### config.mk
export PLATFORM = sky130hd
export DESIGN_NAME = mul_mux_unit_flat
export DESIGN_NICKNAME = d
export VERILOG_FILES = /design/src/rtl/mul_mux_unit_if.sv /design/src/rtl/mul_mux_unit.sv /design/src/flat_wrapper.sv
export SDC_FILE = /design/constraint.sdc
export NUM_CORES = 1
export LEC_CHECK = 0
export BUFFER_PORTS_ARGS = -buffer_cell sky130_fd_sc_hd__buf_2
export CORE_MARGIN = 1
export CORE_UTILIZATION = 55
export DETAILED_ROUTE_END_ITERATION = 8
export HOLD_SLACK_MARGIN = 0.12
export PLACE_DENSITY = 0.79
export SLEW_MARGIN = 0
export SYNTH_ARGS = -nofsm -noshare
export SYNTH_HDL_FRONTEND = slang
export SYNTH_SLANG_ARGS = --single-unit
### constraint.sdc
create_clock -name Clock -period 5.9 [get_ports Clock]
set_input_delay 0.885 -clock Clock [delete_from_list [all_inputs] [get_ports Clock]]
set_output_delay 0.885 -clock Clock [all_outputs]
set_load 0.02 [all_outputs]
### src/rtl/mul_mux_unit_if.sv
// Operand/result bundle for mul_mux_unit: select-sum, gate and signed multiplier signals.
interface mul_mux_unit_if;
   localparam int unsigned DW = 8;
   localparam int unsigned PW = 16;

   logic [DW-1:0] A;
   logic [DW-1:0] B;
   logic [DW-1:0] C;
   logic          SA;
   logic          SB;
   logic          SC;
   logic [DW-1:0] GIn;
   logic          En;
   logic [DW-1:0] MA;
   logic [DW-1:0] MB;
   logic          WE;
   logic [DW-1:0] SumOut;
   logic [DW-1:0] GateOut;
   logic [DW-1:0] MulOut;
   logic [PW-1:0] ProdReg;
   logic          ProdValid;

   modport master (
      output A, B, C, SA, SB, SC, GIn, En, MA, MB, WE,
      input  SumOut, GateOut, MulOut, ProdReg, ProdValid
   );

   modport slave (
      input  A, B, C, SA, SB, SC, GIn, En, MA, MB, WE,
      output SumOut, GateOut, MulOut, ProdReg, ProdValid
   );
endinterface

### src/rtl/mul_mux_unit.sv
// Select-sum, data gate and signed 8x8 multiplier with a registered full product.
// Define MUL_MUX_UNIT_SAT_EN to make MulOut saturate to [-128,127] instead of truncating.
module mul_mux_unit (
   input logic           Clock,
   input logic           nReset,
   mul_mux_unit_if.slave bus
);
   localparam int unsigned DW = 8;
   localparam int unsigned PW = 16;

   logic        [DW-1:0] sum;
   logic        [DW-1:0] mul_out;
   logic signed [PW-1:0] prod;
   logic        [PW-1:0] prod_q;
   logic                 prod_valid_q;

   // Additive select: every enabled operand contributes, wrapping mod 256
   always_comb begin
      sum = '0;
      if (bus.SA) sum = sum + bus.A;
      if (bus.SB) sum = sum + bus.B;
      if (bus.SC) sum = sum + bus.C;
   end

   assign prod = PW'($signed(bus.MA)) * PW'($signed(bus.MB));

`ifdef MUL_MUX_UNIT_SAT_EN
   always_comb begin
      mul_out = prod[DW-1:0];
      if (prod > 16'sd127)
         mul_out = 8'h7F;
      else if (prod < -16'sd128)
         mul_out = 8'h80;
   end
`else
   always_comb begin
      mul_out = prod[DW-1:0];
   end
`endif

   // Product register; reset clears it regardless of WE
   always_ff @(posedge Clock or negedge nReset) begin
      if (!nReset) begin
         prod_q       <= '0;
         prod_valid_q <= 1'b0;
      end else if (bus.WE) begin
         prod_q       <= PW'(prod);
         prod_valid_q <= 1'b1;
      end
   end

   assign bus.SumOut    = sum;
   assign bus.GateOut   = bus.En ? bus.GIn : '0;
   assign bus.MulOut    = mul_out;
   assign bus.ProdReg   = prod_q;
   assign bus.ProdValid = prod_valid_q;
endmodule

### src/flat_wrapper.sv
// flat-port wrapper written by rule: the top's interface ports become plain ports
module mul_mux_unit_flat 
  (Clock, nReset, bus_A, bus_B, bus_C, bus_SA, bus_SB, bus_SC, bus_GIn, bus_En, bus_MA, bus_MB, bus_WE, bus_SumOut, bus_GateOut, bus_MulOut, bus_ProdReg, bus_ProdValid);
  mul_mux_unit_if bus_i ();
  input logic Clock;
  input logic nReset;
  input wire logic [$bits(bus_i.A)-1:0] bus_A;
  input wire logic [$bits(bus_i.B)-1:0] bus_B;
  input wire logic [$bits(bus_i.C)-1:0] bus_C;
  input wire logic [$bits(bus_i.SA)-1:0] bus_SA;
  input wire logic [$bits(bus_i.SB)-1:0] bus_SB;
  input wire logic [$bits(bus_i.SC)-1:0] bus_SC;
  input wire logic [$bits(bus_i.GIn)-1:0] bus_GIn;
  input wire logic [$bits(bus_i.En)-1:0] bus_En;
  input wire logic [$bits(bus_i.MA)-1:0] bus_MA;
  input wire logic [$bits(bus_i.MB)-1:0] bus_MB;
  input wire logic [$bits(bus_i.WE)-1:0] bus_WE;
  output wire logic [$bits(bus_i.SumOut)-1:0] bus_SumOut;
  output wire logic [$bits(bus_i.GateOut)-1:0] bus_GateOut;
  output wire logic [$bits(bus_i.MulOut)-1:0] bus_MulOut;
  output wire logic [$bits(bus_i.ProdReg)-1:0] bus_ProdReg;
  output wire logic [$bits(bus_i.ProdValid)-1:0] bus_ProdValid;
  assign bus_i.A = bus_A;
  assign bus_i.B = bus_B;
  assign bus_i.C = bus_C;
  assign bus_i.SA = bus_SA;
  assign bus_i.SB = bus_SB;
  assign bus_i.SC = bus_SC;
  assign bus_i.GIn = bus_GIn;
  assign bus_i.En = bus_En;
  assign bus_i.MA = bus_MA;
  assign bus_i.MB = bus_MB;
  assign bus_i.WE = bus_WE;
  assign bus_SumOut = bus_i.SumOut;
  assign bus_GateOut = bus_i.GateOut;
  assign bus_MulOut = bus_i.MulOut;
  assign bus_ProdReg = bus_i.ProdReg;
  assign bus_ProdValid = bus_i.ProdValid;
  mul_mux_unit u_core (.Clock(Clock), .nReset(nReset), .bus(bus_i));
endmodule
# After elaboration in Yosys (flattened, before gate mapping)
# Cells that the tools add are included.
[op_classes]
n_addsub = 2
muxes = 4
multipliers = 1
[op_table]
columns = ["op", "count"]
rows = [
  ["$mux 8", 4],
  ["$add 8x8->8", 2],
  ["$mul 8x8->16", 1],
]
[totals]
elab_cells = 9
input_bits = 55
ff_bits = 17
out_inout_bits = 41

# Logic depth before layout (Yosys ltp)
# Gate-level depths: netlist of run 1.
[logic_depth]
depth_word = 5
depth_mapped = 17
depth_no_buf = 17

# Least setup slack after synthesis of run 1
# No wires, ideal clock.
[synth_path]
path_type = "input to register"
from = "input port bus_MB[2]"
to = "register u_core.prod_q[14], in the netlist u_core.bus.ProdReg[14]"
arrival_ns = 4.835
required_time_ns = 5.776
setup_ns = 0.124
n_path_buf = 0
stages = 16
setup_slack_ns = 0.941
path_cell_list = "nand2_1 > inv_1 > fa_1 > inv_1 > fa_1 > inv_1 > fa_1 > inv_1 > fa_1 > inv_1 > ha_1 > a2111oi_0 > o21ai_0 > a21oi_1 > mux2i_1 > a211o_1"
[synth_via]
elab_chain_len = 1
[synth_lines]
columns = ["element", "line_no", "rtl"]
rows = [
  ["start, declared", "flat_wrapper.sv:16", "input wire logic [$bits(bus_i.MB)-1:0] bus_MB;"],
  ["$mul 8x8->16", "mul_mux_unit.sv:25", "assign prod = PW'($signed(bus.MA)) * PW'($signed(bus.MB));"],
  ["end signal, assigned", "mul_mux_unit.sv:47", "prod_q <= PW'(prod);"],
  ["end, declared", "mul_mux_unit.sv:14", "logic [PW-1:0] prod_q;"],
]
# No other way between the ends.
# A chain may end at the register's enable or synchronous reset.

# Worst setup path after layout of run 1
# Ends and elaborated chain as after synthesis.

==> results of run 1 <==
[routing by layer]
metal	GRT usage, %	wire length (um)	share of wire [%]
met4	3.58	109	1.3
met1	30.3	3580	43
met5	0	0	0
met3	2.56	331	4.0
met2	44.0	4270	52
[cell families after synthesis]
family / after synthesis / synth area share (%)
buf+inv: 101 / 10.2
flops: 17 / 10.6
simple gates: 121 / 15.5
mux: 23 / 6.44
compound gates: 63 / 10.1
xor+xnor: 25 / 5.45
fa+ha+maj: 100 / 41.8
[synth_stat cells (all sizes together)]
library cell   n  area (um2)
inv           89         334
fa            57        1140
and2          51         319
ha            43         538
nand2         28         105
nor2          26        97.6
a21oi         25         129
xnor2         23         201
mux2          20         229
dfrtp         17         425
buf           10        67.6
o21ai          9        45.0
a21o           6        46.3
nand2b         6        37.5
o21bai         4        30.0
a31oi          3        18.8
mux2i          3        30.0
nand3b         3        22.5
nor2b          3        18.8
a2111oi        2        17.5
clkbuf         2        7.51
o211ai         2        15.0
o21a           2        15.0
o31ai          2        15.0
xor2           2        17.5
a211o          1        8.76
a211oi         1        12.5
a21boi         1        7.51
a221oi         1        8.76
a22o           1        8.76
a22oi          1        7.51
and3           1        6.26
nand3          1        5.00
nor3           1        5.00
o2111a         1        11.3
o32ai          1        8.76
or2            1        6.26
[sequential cells by signal, summed over array words and instances, names as in the netlist]
register              flops
u_core.bus.ProdReg       16
u_core.bus.ProdValid      1
[area by class of cell]
type,instances,area [um2],area share [%]
multi-input combinational,332,3190,69.5
sequential,17,425,9.28
clock buffer,4,45.0,0.982
tap,96,120,2.62
timing repair buffer,95,475,10.4
inverter,89,334,7.29
[metrics by stage]
stage / setup WS (ns) / power [mW] / cells
2_1_floorplan: 0.941 / 1.27 / 450
3_5_place_dp: 0.293 / 1.55 / 629
5_1_grt: 0.0993 / 1.83 / 633
4_1_cts: 0.524 / 1.64 / 633
3_3_place_gp: 0.643 / 1.49 / 629
6_report: 0.549 / 1.63 / 633
[power groups by stage]
stage | clock [mW] | sequential, mW | combinational [mW]
global placement | 0 | 0.193 | 1.30
global route | 0.0919 | 0.198 | 1.54
floorplan | 0 | 0.254 | 1.02
detailed placement | 0 | 0.194 | 1.35
CTS | 0.0863 | 0.193 | 1.36
finish | 0.0849 | 0.192 | 1.36
[how the worst max path moves through the flow]
| stage | slack (ns) | to | depth (start not counted) |
|---|---|---|---|
| final | 0.55 | u_core.bus.ProdReg[14] | 17 |
| after global routing | 0.1 | u_core.bus.ProdReg[14] | 17 |
| after CTS | 0.52 | u_core.bus.ProdReg[14] | 17 |
| after detailed placement | 0.29 | u_core.bus.ProdReg[14] | 17 |
| after global placement | 0.64 | u_core.bus.ProdReg[14] | 17 |
| after floorplan | 0.94 | u_core.bus.ProdReg[14] | 16 |
==> impl_metrics.env, run 1 <==
export IMPL_status="finished, final reports clean"
export IMPL_die_h_um=87.5
export IMPL_root_buffer="clkbuf_8"
export IMPL_ant_nets=0
export IMPL_final_core_util_pct=66.0
export IMPL_avgSynthCellArea_um2=8.93
export IMPL_post_dp_cell_area_um2=4540
export IMPL_grt_pass1_wl_mm=14.4
export IMPL_fin_crit_sh_pct=90.7
export IMPL_nets=693
export IMPL_synth_nets=605
export IMPL_final_common_cell="buf_2"
export IMPL_drive_gt1_share_pct=22.7
export IMPL_whs_ns=0.469
export IMPL_routabilityCongestion=0.915
export IMPL_firstDrtPassIters=4
export IMPL_cp_required_ns=6.04
export IMPL_holdCritStartpoint="u_core.bus.ProdValid"
export IMPL_setup_viol=0
export IMPL_cp_start_kind="input port"
export IMPL_viasPerCell=5.16
export IMPL_cts_sinks=17
export IMPL_ir_drop_v=0.000464
export IMPL_grt_pass1_vias=3359
export IMPL_power_density_nw_per_um2=356
export IMPL_crit_buf_inv=6
export IMPL_worst_path_largest_cell_delay_ns=0.64
export IMPL_sw_frac_of_total_pct=50.3
export IMPL_maxCapViolCount=0
export IMPL_io_buffers=95
export IMPL_syn_inst=450
export IMPL_crit_fanout=8
export IMPL_fmax_ghz=0.187
export IMPL_tightest_slew_ns=0.506
export IMPL_cts_hold_buf=0
export IMPL_grt_max_degree=23
export IMPL_grt_remaining_overflow=0
export IMPL_skew_ns=0
export IMPL_die_w_um=87.5
export IMPL_crit_path_frequent_cell="inv_1"
export IMPL_post_dp_hpwl_mm=7.26
export IMPL_fin_area_um2=4590
export IMPL_r2r_start="u_core.bus.ProdReg[14]"
export IMPL_clockBufferDepth=2
export IMPL_core_rowCount=30
export IMPL_core_um2=6940
export IMPL_grt_setup_unrepaired="false"
export IMPL_worstSkewPairLatency_ns=0.25
export IMPL_num_io_pins=96
export IMPL_initial_core_util_pct=57.9
export IMPL_finalHoldViolations=0
export IMPL_synth_cell_types=41
export IMPL_cts_resized=0
export IMPL_slew_viol_final=0
export IMPL_yosysSeqAreaShare_pct=10.6
export IMPL_htree_levels=1
export IMPL_avgRoutedWirePerCell_um=13.1
export IMPL_wl_mm=8.29
export IMPL_comb_power_share_pct=83.0
export IMPL_area_growth_pct=14.1
export IMPL_ys_warn_count=0
export IMPL_cp_cell_sequence="buf_2 > nand2_1 > inv_1 > fa_1 > inv_1 > fa_1 > inv_1 > fa_1 > inv_1 > fa_1 > inv_1 > ha_1 > a2111oi_0 > o21ai_0 > a21oi_1 > mux2i_1 > a211o_1"
export IMPL_n_antenna_cell=0
export IMPL_whs_path_depth=1
export IMPL_slowest_stage="fa_1"
export IMPL_p_clk_share_pct=5.2
export IMPL_slew_headroom_pct=65.4
export IMPL_r2r_cells=1
export IMPL_dieArea_um2=7660
export IMPL_p_int_mw=0.812
export IMPL_critPathLaunch="bus_MB[2]"
export IMPL_mostFrequentLayoutCells="buf_2, inv_1, fa_1"
export IMPL_p_leak_nw=2.39
export IMPL_cts_tree="yes"
export IMPL_synth_seq_cells=17
export IMPL_cpLargestDelayFamily="adder cells"
export IMPL_fin_setup_tns_ns=0
export IMPL_arrival_ns=5.49
export IMPL_hold_path_class="register to register"
export IMPL_post_route_min_period_ns=5.35
export IMPL_end_kind="register"
export IMPL_r2r_slack_ns=5.13
export IMPL_critical_path_class="input port to register"
export IMPL_min_to="u_core.bus.ProdValid"
export IMPL_p_seq_share_pct=11.8
export IMPL_p_sw_mw=0.823
export IMPL_r2r_end="u_core.bus.ProdReg[14]"
export IMPL_cts_setup_buffers=0
export IMPL_vias=3268
export IMPL_grt_usage_pct=23.8
export IMPL_antenna_found_initial=0
export IMPL_n_fill_cell=604
export IMPL_cts_reportedPaths_clkPinSlew_ns=0.06
export IMPL_syn_area_um2=4020
export IMPL_numCtsBuffers=3
export IMPL_drc_errors=0
export IMPL_drt_initial_drc_count=125
Note: power is estimated with default switching activity, not from simulation.
==> run 2: changes to the inputs <==
- BUFFER_PORTS_ARGS: -buffer_cell sky130_fd_sc_hd__buf_2 -> -buffer_cell sky130_fd_sc_hd__buf_4
==> impl_metrics.env, run 2 (synthesis gave the netlist of run 1 again) <==
export IMPL_cts_tree="yes"
export IMPL_drc_errors=0
export IMPL_slew_viol_final=0
export IMPL_numCtsBuffers=3
export IMPL_maxCapViolCount=0
export IMPL_drive_gt1_share_pct=22.7
export IMPL_die_h_um=87.5
export IMPL_dp_cells=629
export IMPL_fin_setup_tns_ns=0
export IMPL_skew_ns=0
export IMPL_status="finished, final reports clean"
export IMPL_grt_pass1_vias=3419
export IMPL_antenna_found_initial=0
export IMPL_power_density_nw_per_um2=354
export IMPL_grt_max_degree=23
export IMPL_n_antenna_cell=0
export IMPL_io_buffers=95
export IMPL_initial_core_util_pct=57.9
export IMPL_worstSkewPairLatency_ns=0.25
export IMPL_cts_hold_buf=0
export IMPL_cp_start_kind="input port"
export IMPL_finalPower_mw=1.71
export IMPL_viasPerCell=5.22
export IMPL_num_io_pins=96
export IMPL_hold_path_class="register to register"
export IMPL_ant_nets=0
export IMPL_vias=3305
export IMPL_fin_crit_sh_pct=87.2
export IMPL_final_core_util_pct=69.5
export IMPL_tightest_slew_ns=0.432
export IMPL_grt_usage_pct=24.1
export IMPL_grt_remaining_overflow=0
export IMPL_core_rowCount=30
export IMPL_avgRoutedWirePerCell_um=13.2
export IMPL_wl_mm=8.35
export IMPL_setup_viol=0
export IMPL_drt_initial_drc_count=115
export IMPL_cts_resized=0
export IMPL_mostFrequentLayoutCells="buf_4, inv_1, fa_1"
export IMPL_cp_required_ns=6.04
export IMPL_area_growth_pct=20.0
export IMPL_firstDrtPassIters=4
export IMPL_fin_area_um2=4820
export IMPL_critical_path_class="input port to register"
export IMPL_final_common_cell="buf_4"
export IMPL_final_instance_count_excl_fill=633
export IMPL_die_w_um=87.5
export IMPL_cts_reportedPaths_clkPinSlew_ns=0.06
export IMPL_arrival_ns=5.29
export IMPL_end_kind="register"
export IMPL_grt_pass1_wl_mm=14.7
export IMPL_slew_headroom_pct=70.5
export IMPL_nets=693
export IMPL_p_leak_nw=2.47
export IMPL_clockBufferDepth=2
export IMPL_cts_setup_buffers=0
export IMPL_grt_setup_unrepaired="false"
export IMPL_post_dp_hpwl_mm=7.34
export IMPL_post_route_min_period_ns=5.15
export IMPL_ir_drop_v=0.000482
export IMPL_routabilityCongestion=0.903
export IMPL_crit_fanout=8
export IMPL_htree_levels=1
export IMPL_dieArea_um2=7660
export IMPL_fmax_ghz=0.194
export IMPL_post_dp_cell_area_um2=4780
export IMPL_finalHoldViolations=0
export IMPL_largest_reg_flops=16
export IMPL_root_buffer="clkbuf_8"
export IMPL_cts_sinks=17
export IMPL_core_um2=6940
run 2: cell count changes in the layout (fill, tap and decap cells not counted):
cell   delta
buf_2    -95
buf_4    +95
run 2: cell type report:
cell class / count / area (um2)
Multi-Input combinational cell: 332 / 3190
Timing Repair Buffer: 95 / 713
Tap cell: 96 / 120
Sequential cell: 17 / 425
Inverter: 89 / 334
Clock buffer: 4 / 45.0
Fill cell: 558 / 2120
run 2: path summary, 6_finish.rpt:
| path | from | endpoint | slack [ns] | depth (start not counted) |
|---|---|---|---|---|
| max reg2reg | u_core.bus.ProdReg[14] | u_core.bus.ProdReg[14] | 5.13 | 1 |
| max | bus_MB[2] | u_core.bus.ProdReg[14] | 0.75 | 17 |
| min in group asynchronous | nReset | u_core.bus.ProdReg[7] | 0.49 | 1 |
| min reg2reg | u_core.bus.ProdValid | u_core.bus.ProdValid | 0.48 | 1 |
| min | u_core.bus.ProdValid | u_core.bus.ProdValid | 0.48 | 1 |
| max in group asynchronous | nReset | u_core.bus.ProdReg[11] | 5.22 | 1 |
run 2: critical path, cell delays in order:
cell and delay (ns):
buf_4 0.14, nand2_1 0.11, inv_1 0.09, fa_1 0.66, inv_1 0.16, fa_1 0.57
inv_1 0.06, fa_1 0.52, inv_1 0.05, fa_1 0.52, inv_1 0.04, ha_1 0.35
a2111oi_0 0.45, nor2_1 0.12, a21oi_1 0.20, mux2i_1 0.09, a211o_1 0.26
run 2: per-stage QoR:
step / hold WS [ns] / setup slack [ns]
detailed placement: 0.465 / 0.521
floorplan: 0.589 / 0.941
finish: 0.484 / 0.754
global route: 0.496 / 0.453
CTS: 0.484 / 0.759
global placement: 0.461 / 0.658
run 2: per-layer routing:
metal  vias to the layer above  track usage, %  routed length (um)
li1                       1593               -                   -
met1                      1610            30.8                3520
met2                        95            45.6                4360
met3                         7            2.56                 436
met4                         0            1.79                  38
met5                         -               0                   0
run 2: power by group:
| group | leakage, nW | switching (mW) | total, mW | internal [mW] |
|---|---|---|---|---|
| Combinational | 2.25 | 0.769 | 1.42 | 0.654 |
| Sequential | 0.197 | 0.0253 | 0.195 | 0.170 |
| Clock | 0.0228 | 0.0393 | 0.0872 | 0.0480 |
| Total | 2.47 | 0.833 | 1.71 | 0.872 |
